<file path="src/rtl/noc_traffic_node.sv">
// NoC traffic endpoint: generates self-describing test packets toward a router and
// checks incoming packets against the same header-plus-index pattern.
module noc_traffic_node #(
   parameter int DATA_WIDTH = 32,
   parameter int COORD_W    = 4,
   parameter int NODE_X     = 0,
   parameter int NODE_Y     = 0,
   parameter int LEN_W      = 4
) (
   input  logic                  noc_clk,
   input  logic                  noc_rst,
   input  logic                  gen_start,
   input  logic [COORD_W-1:0]    gen_dst_x,
   input  logic [COORD_W-1:0]    gen_dst_y,
   input  logic [LEN_W-1:0]      gen_len,
   input  logic                  rx_hold,
   output logic                  sender_valid,
   output logic [DATA_WIDTH-1:0] sender_flit,
   output logic                  sender_is_header,
   output logic                  sender_is_tail,
   input  logic                  sender_ready,
   input  logic                  receive_valid,
   input  logic [DATA_WIDTH-1:0] receive_flit,
   input  logic                  receive_is_header,
   input  logic                  receive_is_tail,
   output logic                  receive_ready,
   output logic                  tx_busy,
   output logic [15:0]           pkt_sent_cnt,
   output logic [15:0]           pkt_recv_cnt,
   output logic [15:0]           err_cnt
);

   localparam int SEQ_W = DATA_WIDTH - 4 * COORD_W;
   localparam logic [COORD_W-1:0] NODE_XC = COORD_W'(NODE_X);
   localparam logic [COORD_W-1:0] NODE_YC = COORD_W'(NODE_Y);

   generate
      if (SEQ_W < 1) begin : gBadWidth
         $error("noc_traffic_node: DATA_WIDTH too small to hold four coordinates and a sequence number");
      end
   endgenerate

   typedef enum logic {TX_IDLE, TX_SEND} txState_e;
   typedef enum logic {RX_WAIT_HEAD, RX_BODY} rxState_e;

   txState_e              txState_q;
   logic [LEN_W-1:0]      txLen_q;
   logic [LEN_W-1:0]      txIdx_q;
   logic [SEQ_W-1:0]      seq_q;
   logic                  txValid_q;
   logic [DATA_WIDTH-1:0] txFlit_q;
   logic                  txHeader_q;
   logic                  txTail_q;
   logic [15:0]           sentCnt_q;

   rxState_e              rxState_q;
   logic [DATA_WIDTH-1:0] rxHead_q;
   logic [DATA_WIDTH-1:0] rxIdx_q;
   logic [15:0]           recvCnt_q;
   logic [15:0]           errCnt_q;

   logic [LEN_W-1:0]      lenEff;
   logic [LEN_W-1:0]      txIdxNext;
   logic [DATA_WIDTH-1:0] headerFlit;
   logic                  txFire;
   logic                  rxFire;
   logic                  rxDstOk;
   logic                  rxErr;
   logic                  rxDone;

   assign lenEff     = (gen_len == '0) ? LEN_W'(1) : gen_len;
   assign txIdxNext  = txIdx_q + LEN_W'(1);
   assign headerFlit = {gen_dst_x, gen_dst_y, NODE_XC, NODE_YC, seq_q};
   assign txFire     = txValid_q & sender_ready;

   // Every body flit is the header plus its index, so the next flit is just the
   // current one plus one; tail is flagged when the next index reaches len-1.
   always_ff @(posedge noc_clk or posedge noc_rst) begin
      if (noc_rst) begin
         txState_q  <= TX_IDLE;
         txLen_q    <= '0;
         txIdx_q    <= '0;
         seq_q      <= '0;
         txValid_q  <= 1'b0;
         txFlit_q   <= '0;
         txHeader_q <= 1'b0;
         txTail_q   <= 1'b0;
         sentCnt_q  <= '0;
      end else begin
         case (txState_q)
            TX_IDLE: begin
               if (gen_start) begin
                  txState_q  <= TX_SEND;
                  txLen_q    <= lenEff;
                  txIdx_q    <= '0;
                  txValid_q  <= 1'b1;
                  txFlit_q   <= headerFlit;
                  txHeader_q <= 1'b1;
                  txTail_q   <= (lenEff == LEN_W'(1));
               end
            end
            TX_SEND: begin
               if (txFire) begin
                  if (txTail_q) begin
                     txState_q  <= TX_IDLE;
                     txValid_q  <= 1'b0;
                     txFlit_q   <= '0;
                     txHeader_q <= 1'b0;
                     txTail_q   <= 1'b0;
                     seq_q      <= seq_q + SEQ_W'(1);
                     if (sentCnt_q != 16'hFFFF) begin
                        sentCnt_q <= sentCnt_q + 16'd1;
                     end
                  end else begin
                     txIdx_q    <= txIdxNext;
                     txFlit_q   <= txFlit_q + DATA_WIDTH'(1);
                     txHeader_q <= 1'b0;
                     txTail_q   <= (txIdxNext == txLen_q - LEN_W'(1));
                  end
               end
            end
         endcase
      end
   end

   assign receive_ready = ~rx_hold & ~noc_rst;
   assign rxFire        = receive_valid & receive_ready;
   assign rxDstOk       = (receive_flit[DATA_WIDTH-1 -: 2*COORD_W] == {NODE_XC, NODE_YC});

   // A single error flag per transfer: a header arriving mid-packet already counts
   // as one error, so a bad destination on that same header adds nothing more.
   always_comb begin
      rxErr  = 1'b0;
      rxDone = 1'b0;
      if (rxFire) begin
         if (receive_is_header) begin
            rxErr  = (rxState_q == RX_BODY) | ~rxDstOk;
            rxDone = receive_is_tail;
         end else if (rxState_q == RX_WAIT_HEAD) begin
            rxErr = 1'b1;
         end else begin
            rxErr  = (receive_flit != rxHead_q + rxIdx_q);
            rxDone = receive_is_tail;
         end
      end
   end

   always_ff @(posedge noc_clk or posedge noc_rst) begin
      if (noc_rst) begin
         rxState_q <= RX_WAIT_HEAD;
         rxHead_q  <= '0;
         rxIdx_q   <= '0;
      end else if (rxFire) begin
         if (receive_is_header) begin
            rxHead_q  <= receive_flit;
            rxIdx_q   <= DATA_WIDTH'(1);
            rxState_q <= receive_is_tail ? RX_WAIT_HEAD : RX_BODY;
         end else if (rxState_q == RX_BODY) begin
            rxIdx_q <= rxIdx_q + DATA_WIDTH'(1);
            if (receive_is_tail) begin
               rxState_q <= RX_WAIT_HEAD;
            end
         end
      end
   end

   always_ff @(posedge noc_clk or posedge noc_rst) begin
      if (noc_rst) begin
         recvCnt_q <= '0;
         errCnt_q  <= '0;
      end else begin
         if (rxDone && recvCnt_q != 16'hFFFF) begin
            recvCnt_q <= recvCnt_q + 16'd1;
         end
         if (rxErr && errCnt_q != 16'hFFFF) begin
            errCnt_q <= errCnt_q + 16'd1;
         end
      end
   end

   assign sender_valid     = txValid_q;
   assign sender_flit      = txFlit_q;
   assign sender_is_header = txHeader_q;
   assign sender_is_tail   = txTail_q;
   assign tx_busy          = (txState_q == TX_SEND);
   assign pkt_sent_cnt     = sentCnt_q;
   assign pkt_recv_cnt     = recvCnt_q;
   assign err_cnt          = errCnt_q;

endmodule

</file>
<file path="config.mk">
export PLATFORM = sky130hd
export DESIGN_NAME = noc_traffic_node
export DESIGN_NICKNAME = d
export VERILOG_FILES = /design/src/rtl/noc_traffic_node.sv
export SDC_FILE = /design/constraint.sdc
export NUM_CORES = 1
export LEC_CHECK = 0
export BUFFER_PORTS_ARGS = -buffer_cell sky130_fd_sc_hd__buf_2
export CELL_PAD_IN_SITES_DETAIL_PLACEMENT = 2
export CELL_PAD_IN_SITES_GLOBAL_PLACEMENT = 2
export CORE_MARGIN = 4
export CORE_UTILIZATION = 33
export DETAILED_ROUTE_END_ITERATION = 10
export PLACE_DENSITY = 0.82
export SETUP_SLACK_MARGIN = 0.4
export SYNTH_ARGS = -nofsm -noshare
export SYNTH_HDL_FRONTEND = slang
export SYNTH_SLANG_ARGS = --single-unit
export TNS_END_PERCENT = 100
</file>
<file path="constraint.sdc">
create_clock -name noc_clk -period 4.94 [get_ports noc_clk]
set_input_delay 0.247 -clock noc_clk [delete_from_list [all_inputs] [get_ports noc_clk]]
set_output_delay 0.247 -clock noc_clk [all_outputs]
set_load 0.02 [all_outputs]
</file>
# ---- After elaboration in Yosys (flattened, before gate mapping)
# Index checks and enable logic that the tools add are counted.
dict set report op_classes {
  mux 34
  div 0
  n_mul 0
  reduce_logical 13
  bitwise 8
  eq_ne 10
  add_sub_neg 9
  shifts 0
  order_cmp 0
}
# cell count
set ops {}
lappend ops {{2-to-1 mux 32 bit} 5}
lappend ops {{adder 16 x 1 -> 16 bit (second input constant)} 4}
lappend ops {{adder 32 x 1 -> 32 bit (second input constant)} 2}
lappend ops {{case mux 32 bit (2 select lines)} 1}
lappend ops {{inequality test 16 bit (second input constant)} 3}
lappend ops {{adder 32 bit} 1}
lappend ops {{inequality test 32 bit} 1}
lappend ops {{2-to-1 mux 1 bit} 19}
lappend ops {{2-to-1 mux 4 bit} 4}
lappend ops {{AND reduction 3 bit} 3}
lappend ops {{logical NOT 8 bit} 1}
lappend ops {{case mux 1 bit (2 select lines)} 4}
lappend ops {{case mux 4 bit (2 select lines)} 1}
lappend ops {{AND reduction 2 bit} 4}
lappend ops {{adder 4 x 1 -> 4 bit (second input constant)} 1}
lappend ops {{== test 4 x 1 -> 1 bit (second input constant)} 1}
lappend ops {{== test 4 bit} 1}
lappend ops {{logical NOT 4 bit} 1}
lappend ops {{inequality test 2 x 1 -> 1 bit (second input constant)} 2}
lappend ops {{inequality test 2 bit (second input constant)} 2}
lappend ops {{NOT 1 bit} 4}
lappend ops {{AND reduction 4 bit} 1}
lappend ops {{subtractor 4 x 1 -> 4 bit (second input constant)} 1}
lappend ops {{bitwise AND 1 bit} 3}
lappend ops {{other kinds (3)} 4}
dict set report word_totals {
  output_inout_bits 85
  romBits 0
  ram_bits 0
  reg_bits 173
  latchBits 0
  memories 0
}

# ---- Longest topological paths before layout
# Gate-level depths: netlist (run 1).
dict set report logic_depth {
  depth_word 6
  ltp_mapped 14
}

# ---- Worst setup path before layout (run 1)
# OpenSTA, ideal clock, no wires.
dict set report synth_timing {
  path_kind {register to register}
  startpoint {register rxIdx_q[0]}
  endpoint {register errCnt_q[1] (netlist: err_cnt[1])}
  path_stages_with_launch 14
  slack_ps 1370
  t_arrival_ps 3443
  path_buffers 1
  setup_time_ps 128
  path_cell_list {dfrtp_1 -> ha_1 -> fa_1 -> a21o_1 -> a221oi_2 -> or4_1 -> a21oi_2 -> or4b_1 -> a211o_1 -> nor4_2 -> and4_1 -> buf_6 -> or2_2 -> mux2_1}
}
dict set report synth_via {
  elab_chain_cells 6
}
# element line_no
set synth_rtl {}
lappend synth_rtl {{start, declared} 58} ;# logic [DATA_WIDTH-1:0] rxIdx_q;
lappend synth_rtl {{start signal, assigned} 159} ;# rxIdx_q <= rxIdx_q + DATA_WIDTH'(1);
lappend synth_rtl {{adder 32 bit} 142} ;# rxErr = (receive_flit != rxHead_q + rxIdx_q);
lappend synth_rtl {{inequality test 32 bit} 142}
lappend synth_rtl {{2-to-1 mux 1 bit} 139} ;# end else if (rxState_q == RX_WAIT_HEAD) begin
lappend synth_rtl {{2-to-1 mux 1 bit} 136} ;# if (receive_is_header) begin
lappend synth_rtl {{2-to-1 mux 1 bit} 135} ;# if (rxFire) begin
lappend synth_rtl {{logical AND 1 bit} 175} ;# if (rxErr && errCnt_q != 16'hFFFF) begin
lappend synth_rtl {{end signal, assigned} 176} ;# errCnt_q <= errCnt_q + 16'd1;
lappend synth_rtl {{end, declared} 60} ;# logic [15:0] errCnt_q;
# Every way passes these cells.
# A chain may end at the register's enable or synchronous reset.

# ---- Worst setup path after layout (run 1)
# Ends and elaborated chain as after synthesis.

==> results of run 1 <==
[metrics by stage]
step           hold slack (ns)  utilization (%)  instances  worst slack (ns)  power, mW
3_5_place_dp            0.4485            37.15       1603            0.7355      3.458
3_3_place_gp            0.4492            37.15       1603            0.8765      3.370
5_1_grt                0.01454            39.18       1638            0.5477      5.149
6_report               0.02388            39.18       1638            0.6438      4.836
2_1_floorplan           0.3318                -       1101             1.370      2.911
4_1_cts               0.002152            39.18       1638            0.6960      4.903
[routing by layer]
layer | vias up | GRT usage [%] | share of wire [%]
li1 | 4225 | - | -
met1 | 4630 | 25.25 | 44
met2 | 157 | 34.19 | 50
met3 | 25 | 4.539 | 4.5
met4 | 0 | 5.146 | 1.5
met5 | - | 0 | 0
[cells by family (layout without fill, tap and decap cells)]
group           Yosys count  in the layout  share of synthesized area (%)
simple gates            431            431                          20.83
compound gates          220            220                          13.71
flops                   173            173                          42.07
xor+xnor                138            138                          11.74
buf+inv                  59            200                          2.346
fa+ha+maj                40             40                          4.936
mux                      40             40                          4.365
[critical path: stages, from the launching register on]
cell      delay, ns
dfrtp_1        0.44
ha_1           0.24
fa_1           0.42
a21o_1         0.23
a221oi_2       0.43
or4_1          0.24
a21oi_2        0.08
or4b_1         0.52
a211o_1        0.32
nor4_2         0.15
and4_1         0.37
buf_4          0.24
or2_2          0.16
mux2_1         0.33
[Yosys cell counts, drive strengths merged, types with 34 or more instances]
cell type  count
nand3         51
ha            39
nor2          85
clkbuf        34
nand2        130
mux2          36
nand4         41
xor2          66
xnor2         72
dfrtp        173
o21ai         68
a21oi         65
[flip-flops by register name (all words and copies together), names as in the netlist, 4 cells and up]
| signal | cells |
|---|---|
| sender_flit | 32 |
| seq_q | 16 |
| pkt_recv_cnt | 16 |
| err_cnt | 16 |
| rxHead_q | 32 |
| txLen_q | 4 |
| rxIdx_q | 32 |
| pkt_sent_cnt | 16 |
| txIdx_q | 4 |
[path summary, 6_finish.rpt]
path                                 start         endpoint  slack (ns)  depth (start not counted)
hold reg to reg            pkt_sent_cnt[9]  pkt_sent_cnt[9]        0.48                          1
min in group asynchronous          noc_rst     sender_valid        0.52                          3
setup / recovery                rxIdx_q[0]       err_cnt[1]        0.64                         13
setup reg to reg                rxIdx_q[0]       err_cnt[1]        0.64                         13
hold / removal                gen_dst_x[3]  sender_flit[31]        0.02                          3
max in group asynchronous          noc_rst      rxIdx_q[11]        3.19                          4
[final cells by class]
type	count	area (sq um)
inverter	19	75.07
fill	3387	18650
tap	396	495.5
timing repair buffer	149	798.3
clock buffer	19	442.9
multi-input combinational	869	5724
clock inverter	13	151.4
sequential	173	4329
[power groups by stage]
stage | Sequential, mW | Clock (mW) | Combinational [mW]
CTS | 1.91 | 1.44 | 1.54
floorplan | 1.99 | 0 | 0.925
global route | 1.96 | 1.50 | 1.69
finish | 1.91 | 1.40 | 1.53
global placement | 1.92 | 0 | 1.45
detailed placement | 1.93 | 0 | 1.52
==> flow_metrics.env, run 1 <==
export IMPL_initial_core_util_pct=33.55
export IMPL_cp_arrival_ns=4.61
export IMPL_grt_pass1_vias=9937
export IMPL_seq_area_frac_synth_pct=42.07
export IMPL_cts_buffer_depth=2
export IMPL_htree_num_levels=4
export IMPL_grt_first_pass_wirelength_microns=54630
export IMPL_relSlewSlack_pct=19.24
export IMPL_antenna_found_initial=0
export IMPL_slew_violations=0
export IMPL_setup_viol=0
export IMPL_num_rows=64
export IMPL_pwr_density_cell_nw_per_um2=402.4
export IMPL_synth_edff_count=0
export IMPL_ir_worst_vdd_uv=273.4
export IMPL_power_switching_mw=1.852
export IMPL_dr_pass1_iters=4
export IMPL_yosysTopAreaCellShare_pct=42.07
export IMPL_numCtsBuffers=17
export IMPL_vias_per_cell=5.517
export IMPL_syn_area_per_cell_sq_um=9.347
export IMPL_seq_power_share_pct=39.6
export IMPL_pwr_share_comb_pct=31.5
export IMPL_p_clk_share_pct=28.9
export IMPL_drt_initial_drc_count=462
export IMPL_die_h_microns=184.6
export IMPL_dp_hpwl_microns=24520
export IMPL_ys_flop_type="dfrtp_1"
export IMPL_status="finished clean"
export IMPL_overflow=0
export IMPL_synth_area_top_cells="dfrtp_1 (42%), xnor2_1 (6.1%), xor2_1 (5.6%), ha_1 (4.7%), nand2_1 (4.7%)"
export IMPL_die_area_sq_um=34080
export IMPL_io_pins=137
export IMPL_wirelength_microns=33320
export IMPL_cellLeakagePower_nw=5.511
export IMPL_maxCapViolCount=0
export IMPL_grt_max_degree=141
export IMPL_syn_inst=1101
export IMPL_syn_to_final_growth_pct=16.77
export IMPL_grt_use_total_pct=19.86
export IMPL_layout_commonest_cell="dfrtp_1"
export IMPL_period_minus_slack_ns=4.296
export IMPL_crit_path_max_fanout=12
export IMPL_die_w_microns=184.6
export IMPL_final_area_sq_um=12020
export IMPL_ant_nets=0
export IMPL_hp_class="in2reg"
export IMPL_critPathCaptureType="register"
export IMPL_mostFrequentLayoutCells="dfrtp_1 (173), buf_2 (136), nand2_1 (130)"
export IMPL_synth_cell_types=73
export IMPL_rsz0062_at_grt="false"
export IMPL_drive_above_1_share_pct=18.68
export IMPL_p_sw_share_pct=38.29
export IMPL_final_period_utilization_pct=86.97
export IMPL_start_kind="register"
export IMPL_finClkSkew_ns=0.01444
export IMPL_synth_nets=1193
export IMPL_synthArstFlopShare_pct=100.0
export IMPL_numPortBuffers=136
export IMPL_routed_via_count=9037
export IMPL_fin_tns_setup_ns=0
export IMPL_place_congestion=0.8535
export IMPL_p_int_mw=2.984
export IMPL_cts_root_buf="clkbuf_16"
export IMPL_dpl_cell_area_sq_um=11390
export IMPL_hold_viol=0
export IMPL_wl_per_cell_microns=20.34
export IMPL_tightest_slew_ns=1.207
export IMPL_drc=0
export IMPL_ys_seq_elements=173
export IMPL_yosysTopAreaCell="dfrtp_1"
export IMPL_holdBufCountCts=3
export IMPL_crit_type="reg2reg"
export IMPL_fmax_ghz=0.2328
export IMPL_cts_tree="done"
export IMPL_core_sq_um=30670
export IMPL_cts_resized=0
export IMPL_cts_clk_slew_worst_paths_ns=0.08
export IMPL_nNetsFinal=1321
export IMPL_cp_data_required_time_ns=5.25
export IMPL_syn_area_sq_um=10290
export IMPL_yosys_warnings=0
export IMPL_clock_latency_ns=0.45
export IMPL_diodes=0
export IMPL_cts_num_sinks=173
export IMPL_post_cts_buffers=0
No activity file was read; power rests on OpenSTA's default activity.
==> run 2: changes to the inputs <==
Settings changed: CORE_ASPECT_RATIO set to 1.25, GPL_TIMING_DRIVEN set to 0.
==> run 2 against run 1 <==
  * The flow now finishes with violations (negative hold slack)
  * Critical path depth stayed put
  * Non-clock buffer count is 32 higher
  * Register-to-register slack better by 0.13 ns
  * Clock skew is 0.0012 ns higher
  * First-iteration DRC count is 4.3% lower
  * Largest cell class unchanged
  * Via count is 1.8% higher
  * Design area is 1.2% higher
  * Utilization is 0.17 points higher
  * Power is 1.2% higher
  * Count of clock-buffer cells in the layout is 1 lower
==> flow_metrics.env, run 2 (synthesis results as in run 1) <==
export IMPL_status="finished with violations"
export IMPL_violations="negative hold slack"
export IMPL_postLayoutCoreUtil_pct=39.35
export IMPL_antenna_found_initial=0
export IMPL_layout_commonest_cell="dfrtp_1"
export IMPL_cts_clk_slew_worst_paths_ns=0.08
export IMPL_io_pins=137
export IMPL_vias_per_cell=5.474
export IMPL_ir_worst_vdd_uv=210.9
export IMPL_ant_nets=0
export IMPL_tightest_slew_ns=0.8756
export IMPL_finClkSkew_ns=0.01560
export IMPL_met2_usage_pct=39.17
export IMPL_drc=0
export IMPL_htree_num_levels=4
export IMPL_timing_rr_end="err_cnt[1]"
export IMPL_maxCapViolCount=0
export IMPL_rr_worst_depth=13
export IMPL_numCtsBuffers=17
export IMPL_final_period_utilization_pct=84.42
export IMPL_hold_viol=7
export IMPL_place_congestion=0.8904
export IMPL_dp_hpwl_microns=26540
export IMPL_cts_num_sinks=173
export IMPL_numPortBuffers=136
export IMPL_grt_use_met1_pct=24.11
export IMPL_overflow=0
export IMPL_cp_data_required_time_ns=5.26
export IMPL_die_w_microns=166.0
export IMPL_grt_use_total_pct=20.62
export IMPL_cp_arrival_ns=4.49
export IMPL_die_h_microns=205.4
export IMPL_cellLeakagePower_nw=5.548
export IMPL_grt_max_degree=40
export IMPL_hp_class="in2async"
export IMPL_crit_type="reg2reg"
export IMPL_rrSetupSlack_ns=0.77
export IMPL_crit_path_max_fanout=6
export IMPL_regToRegStartpoint="rxIdx_q[0]"
export IMPL_p_total_mw=4.895
export IMPL_final_area_sq_um=12160
export IMPL_start_kind="register"
export IMPL_fmax_ghz=0.2398
export IMPL_top_usage_layer="met2"
export IMPL_cts_root_buf="clkbuf_16"
export IMPL_syn_to_final_growth_pct=18.15
export IMPL_hold_slack_ns=-0.004268
export IMPL_initial_core_util_pct=33.30
export IMPL_core_sq_um=30900
export IMPL_cts_tree="done"
export IMPL_post_cts_buffers=0
export IMPL_die_area_sq_um=34090
export IMPL_dpl_cell_area_sq_um=11560
export IMPL_drt_initial_drc_count=442
export IMPL_slew_violations=0
export IMPL_clock_latency_ns=0.45
export IMPL_num_rows=72
export IMPL_critPathCaptureType="register"
export IMPL_wl_per_cell_microns=20.67
export IMPL_mostFrequentLayoutCells="dfrtp_1 (173), buf_2 (137), nand2_1 (130)"
export IMPL_grt_first_pass_wirelength_microns=56970
export IMPL_nNetsFinal=1353
export IMPL_period_minus_slack_ns=4.170
export IMPL_grt_pass1_vias=10350
export IMPL_routed_via_count=9201
export IMPL_setup_viol=0
export IMPL_pwr_density_cell_nw_per_um2=402.6
export IMPL_fin_tns_setup_ns=0
export IMPL_met3_usage_pct=2.825
export IMPL_diodes=0
export IMPL_relSlewSlack_pct=41.50
export IMPL_rsz0062_at_grt="false"
export IMPL_drive_above_1_share_pct=17.82
export IMPL_wirelength_microns=34740
export IMPL_cts_buffer_depth=2
export IMPL_dr_pass1_iters=5
==> run 2: final cells by class <==
cell class	instances	area, sq um
flip-flops and latches	173	4329
well taps	407	509.2
inverters	19	75.07
plain buffers	40	170.2
clock buffers	18	429.2
repair buffers	141	770.7
fillers	3448	18740
clock inverters	14	155.1
multi-input cells	869	5720
==> run 2: worst max-delay path by stage <==
stage                     cells past startpoint         from    endpoint  slack, ns
after floorplan                              13   rxIdx_q[0]  err_cnt[1]       1.37
after global placement                       13   rxIdx_q[0]  err_cnt[1]       0.88
after detailed placement                     13   rxIdx_q[0]  err_cnt[1]       0.77
after CTS                                    13   rxIdx_q[0]  err_cnt[1]       0.75
after global routing                         13  rxIdx_q[21]  err_cnt[1]       0.49
final                                        13   rxIdx_q[0]  err_cnt[1]       0.77
==> run 2: per-stage QoR <==
step	worst slack (ns)	std cells
after floorplan	1.370	1101
after global placement	0.8818	1644
after detailed placement	0.7736	1648
after CTS	0.7509	1681
after global routing	0.4875	1681
final	0.7699	1681
==> run 2: per-layer routing <==
| layer | wire (microns) | vias to the layer above | part of all wire [%] |
|---|---|---|---|
| met5 | 0 | - | 0 |
| met4 | 733 | 0 | 2.1 |
| met2 | 18780 | 160 | 54 |
| met3 | 958 | 51 | 2.8 |
| met1 | 14270 | 4709 | 41 |
| li1 | - | 4281 | - |
==> run 2: repair_timing <==
item | CTS | global route
resized for setup | 0 | 0
endpoints found under the hold margin | 1 | 0
hold buffers | 1 | 0
==> run 2: worst max-delay path, stage by stage, from the launching register on <==
cell and delay [ns]:
dfrtp_1 0.44, ha_1 0.24, fa_1 0.42, a21o_1 0.24
a221oi_2 0.44, or4_1 0.24, a21oi_2 0.10, or4b_1 0.54
a211o_1 0.31, nor4_2 0.21, and4_1 0.27, buf_6 0.15
or2_2 0.14, mux2_1 0.32
==> run 2: where the power goes <==
group          total, mW  switching, mW  internal [mW]
sequential          1.91          0.275           1.64
clock               1.40          0.648          0.757
combinational       1.58          0.993          0.585
==> run 3: changes to the inputs <==
Settings changed: CORE_UTILIZATION 33 to 36, PLACE_DENSITY 0.82 to 0.85.
Clock period 4.94 ns to 4.3 ns, I/O delays scaled along.
==> run 3 against run 2 <==
  * The run now ends clean
  * First-iteration DRC count decreased by 15%
  * Clock power is 11% higher
  * Via count rose by 1.9%
  * Fmax up 8.1%
  * Design area is 1.8% higher
  * Sequential share of layout area shrank 0.62 points
  * Utilization up 5.0 points
  * Routed wire length is 4.9% higher
  * Final cell count down 2.4%
  * Count of clock-buffer cells in the layout increased by 2
  * Critical path type unchanged
  * Highest routed layer unchanged
==> flow_metrics.env, run 3 (synthesis results as in run 1) <==
export IMPL_relSlewSlack_pct=49.77
export IMPL_wl_per_cell_microns=22.22
export IMPL_seq_area_sq_um=4329
export IMPL_mostFrequentLayoutCells="dfrtp_1 (173), buf_2 (137), nand2_1 (130)"
export IMPL_vias_per_cell=5.719
export IMPL_start_kind="register"
export IMPL_period_minus_slack_ns=3.857
export IMPL_numCtsBuffers=17
export IMPL_die_h_microns=197.0
export IMPL_grt_use_total_pct=22.98
export IMPL_critPathCaptureType="register"
export IMPL_p_total_mw=5.668
export IMPL_routed_via_count=9379
export IMPL_cp_data_required_time_ns=4.63
export IMPL_hold_start="receive_is_tail"
export IMPL_cts_buffer_depth=2
export IMPL_cp_arrival_ns=4.18
export IMPL_status="finished clean"
export IMPL_drc=0
export IMPL_overflow=0
export IMPL_cts_root_buf="clkbuf_16"
export IMPL_dr_pass1_iters=5
export IMPL_worstHoldPathCells=2
export IMPL_multi_input_area_sq_um=5833
export IMPL_finalNonFillerCells=1640
export IMPL_hold_slack_ns=0.007769
export IMPL_fin_tns_setup_ns=0
export IMPL_rr_worst_depth=13
export IMPL_cts_num_sinks=173
export IMPL_cts_tree="done"
export IMPL_grt_max_degree=37
export IMPL_rrSetupSlack_ns=0.44
export IMPL_dp_hpwl_microns=26780
export IMPL_cts_clk_slew_worst_paths_ns=0.08
export IMPL_grt_first_pass_wirelength_microns=58510
export IMPL_die_area_sq_um=31370
export IMPL_finClkSkew_ns=0.01722
export IMPL_fmax_ghz=0.2592
export IMPL_nNetsFinal=1370
export IMPL_cp_buffers_inverters=1
export IMPL_worst_path_largest_cell_delay_ns=0.53
export IMPL_drt_initial_drc_count=376
export IMPL_num_rows=68
export IMPL_initial_core_util_pct=36.88
export IMPL_syn_to_final_growth_pct=20.24
export IMPL_final_period_utilization_pct=89.71
export IMPL_io_pins=137
export IMPL_regToRegStartpoint="rxIdx_q[0]"
export IMPL_setup_viol=0
export IMPL_die_w_microns=159.2
export IMPL_cp_cell_sequence="ha_4, fa_2, a21o_1, a221oi_4, or4_4, a21oi_4, or4b_1, a211o_1, nor4_2, and4_1, buf_6, or2_2, mux2_1"
export IMPL_grt_pass1_vias=10430
export IMPL_rsz0062_at_grt="true"
export IMPL_tightest_slew_ns=0.7501
export IMPL_timing_rr_end="err_cnt[1]"
export IMPL_diodes=0
export IMPL_antenna_found_initial=0
export IMPL_drive_above_1_share_pct=19.69
export IMPL_hold_viol=0
export IMPL_dpl_cell_area_sq_um=11510
export IMPL_hp_class="in2reg"
export IMPL_htree_num_levels=4
export IMPL_crit_path_max_fanout=7
export IMPL_crit_family="simple AND/OR/NAND/NOR gates"
export IMPL_slew_violations=0
export IMPL_core_sq_um=27910
export IMPL_ant_nets=0
export IMPL_place_inst=1592
export IMPL_n_fill_cell=3051
export IMPL_numPortBuffers=136
export IMPL_hold_path_end="rxState_q"
export IMPL_ir_worst_vdd_uv=292.5
export IMPL_wirelength_microns=36440
export IMPL_pwr_density_cell_nw_per_um2=458.0
export IMPL_place_congestion=0.8856
export IMPL_slowest_stage="or4b_1"
export IMPL_clock_latency_ns=0.44
export IMPL_layout_commonest_cell="dfrtp_1"
export IMPL_final_area_sq_um=12370
export IMPL_cellLeakagePower_nw=5.640
export IMPL_maxCapViolCount=0
export IMPL_crit_type="reg2reg"
export IMPL_startpoint="rxIdx_q[0]"
run 3: cell types whose count changed in the layout (fill, tap and decap cells not counted), sizes merged:
cell         change
buf              +8
dlygate4sd3      +8
clkinvlp         +5
clkinv           -4
clkbuf           +3
inv              -3
bufinv           -1
run 3: how the worst max path moves through the flow:
stage,to,depth (start not counted),slack (ns)
finish,err_cnt[1],13,0.44
global route,err_cnt[1],12,0.33
CTS,err_cnt[1],13,0.41
detailed placement,err_cnt[1],12,0.23
global placement,err_cnt[1],13,0.30
floorplan,err_cnt[1],13,0.73
run 3: layer usage:
metal  part of all wire [%]  track usage [%]  vias to the layer above
li1                       -                -                     4320
met1                     41            27.28                     4836
met2                     54            43.00                      175
met3                    2.9            3.214                       48
met4                    2.3            7.267                        0
met5                      0                0                        -
run 3: stage by stage:
stage                     setup WS, ns  utilization (%)
final                           0.4426            44.34
after global routing            0.3258            44.34
after CTS                       0.4050            43.87
after detailed placement        0.2311            41.26
after global placement          0.2963            40.90
after floorplan                 0.7298                -
run 3: what timing repair did:
action                                 4_1_cts  5_1_grt
setup endpoints to repair                   15       14
buffers inserted                             2        5
gates resized for setup                      9       19
endpoints found under the hold margin       17        0
cloned                                       0        1
pin swaps                                    3        4
hold buffers                                 9        0
run 3: layout make-up:
| cell class | instances | area share, % |
|---|---|---|
| repair buffers | 158 | 7.664 |
| clock buffers | 20 | 3.771 |
| clock inverters | 11 | 0.8898 |
| plain buffers | 40 | 1.405 |
| flip-flops and latches | 173 | 34.98 |
| inverters | 19 | 0.6067 |
| well taps | 350 | 3.539 |
| multi-input cells | 869 | 47.14 |
run 3: power by group:
part	leakage (nW)	switching [mW]	internal [mW]
clock	0.264	0.711	0.848
sequential	2.25	0.319	1.88
combinational	3.12	1.20	0.713
total	5.64	2.23	3.44
run 3: worst reg2reg max path, cell delays in order (launching register included):
cell and delay (ns):
dfrtp_1 0.44, ha_4 0.19, fa_2 0.34, a21o_1 0.23, a221oi_4 0.32, or4_4 0.21, a21oi_4 0.06, or4b_1 0.53
a211o_1 0.31, nor4_2 0.19, and4_1 0.28, buf_6 0.16, or2_2 0.16, mux2_1 0.32
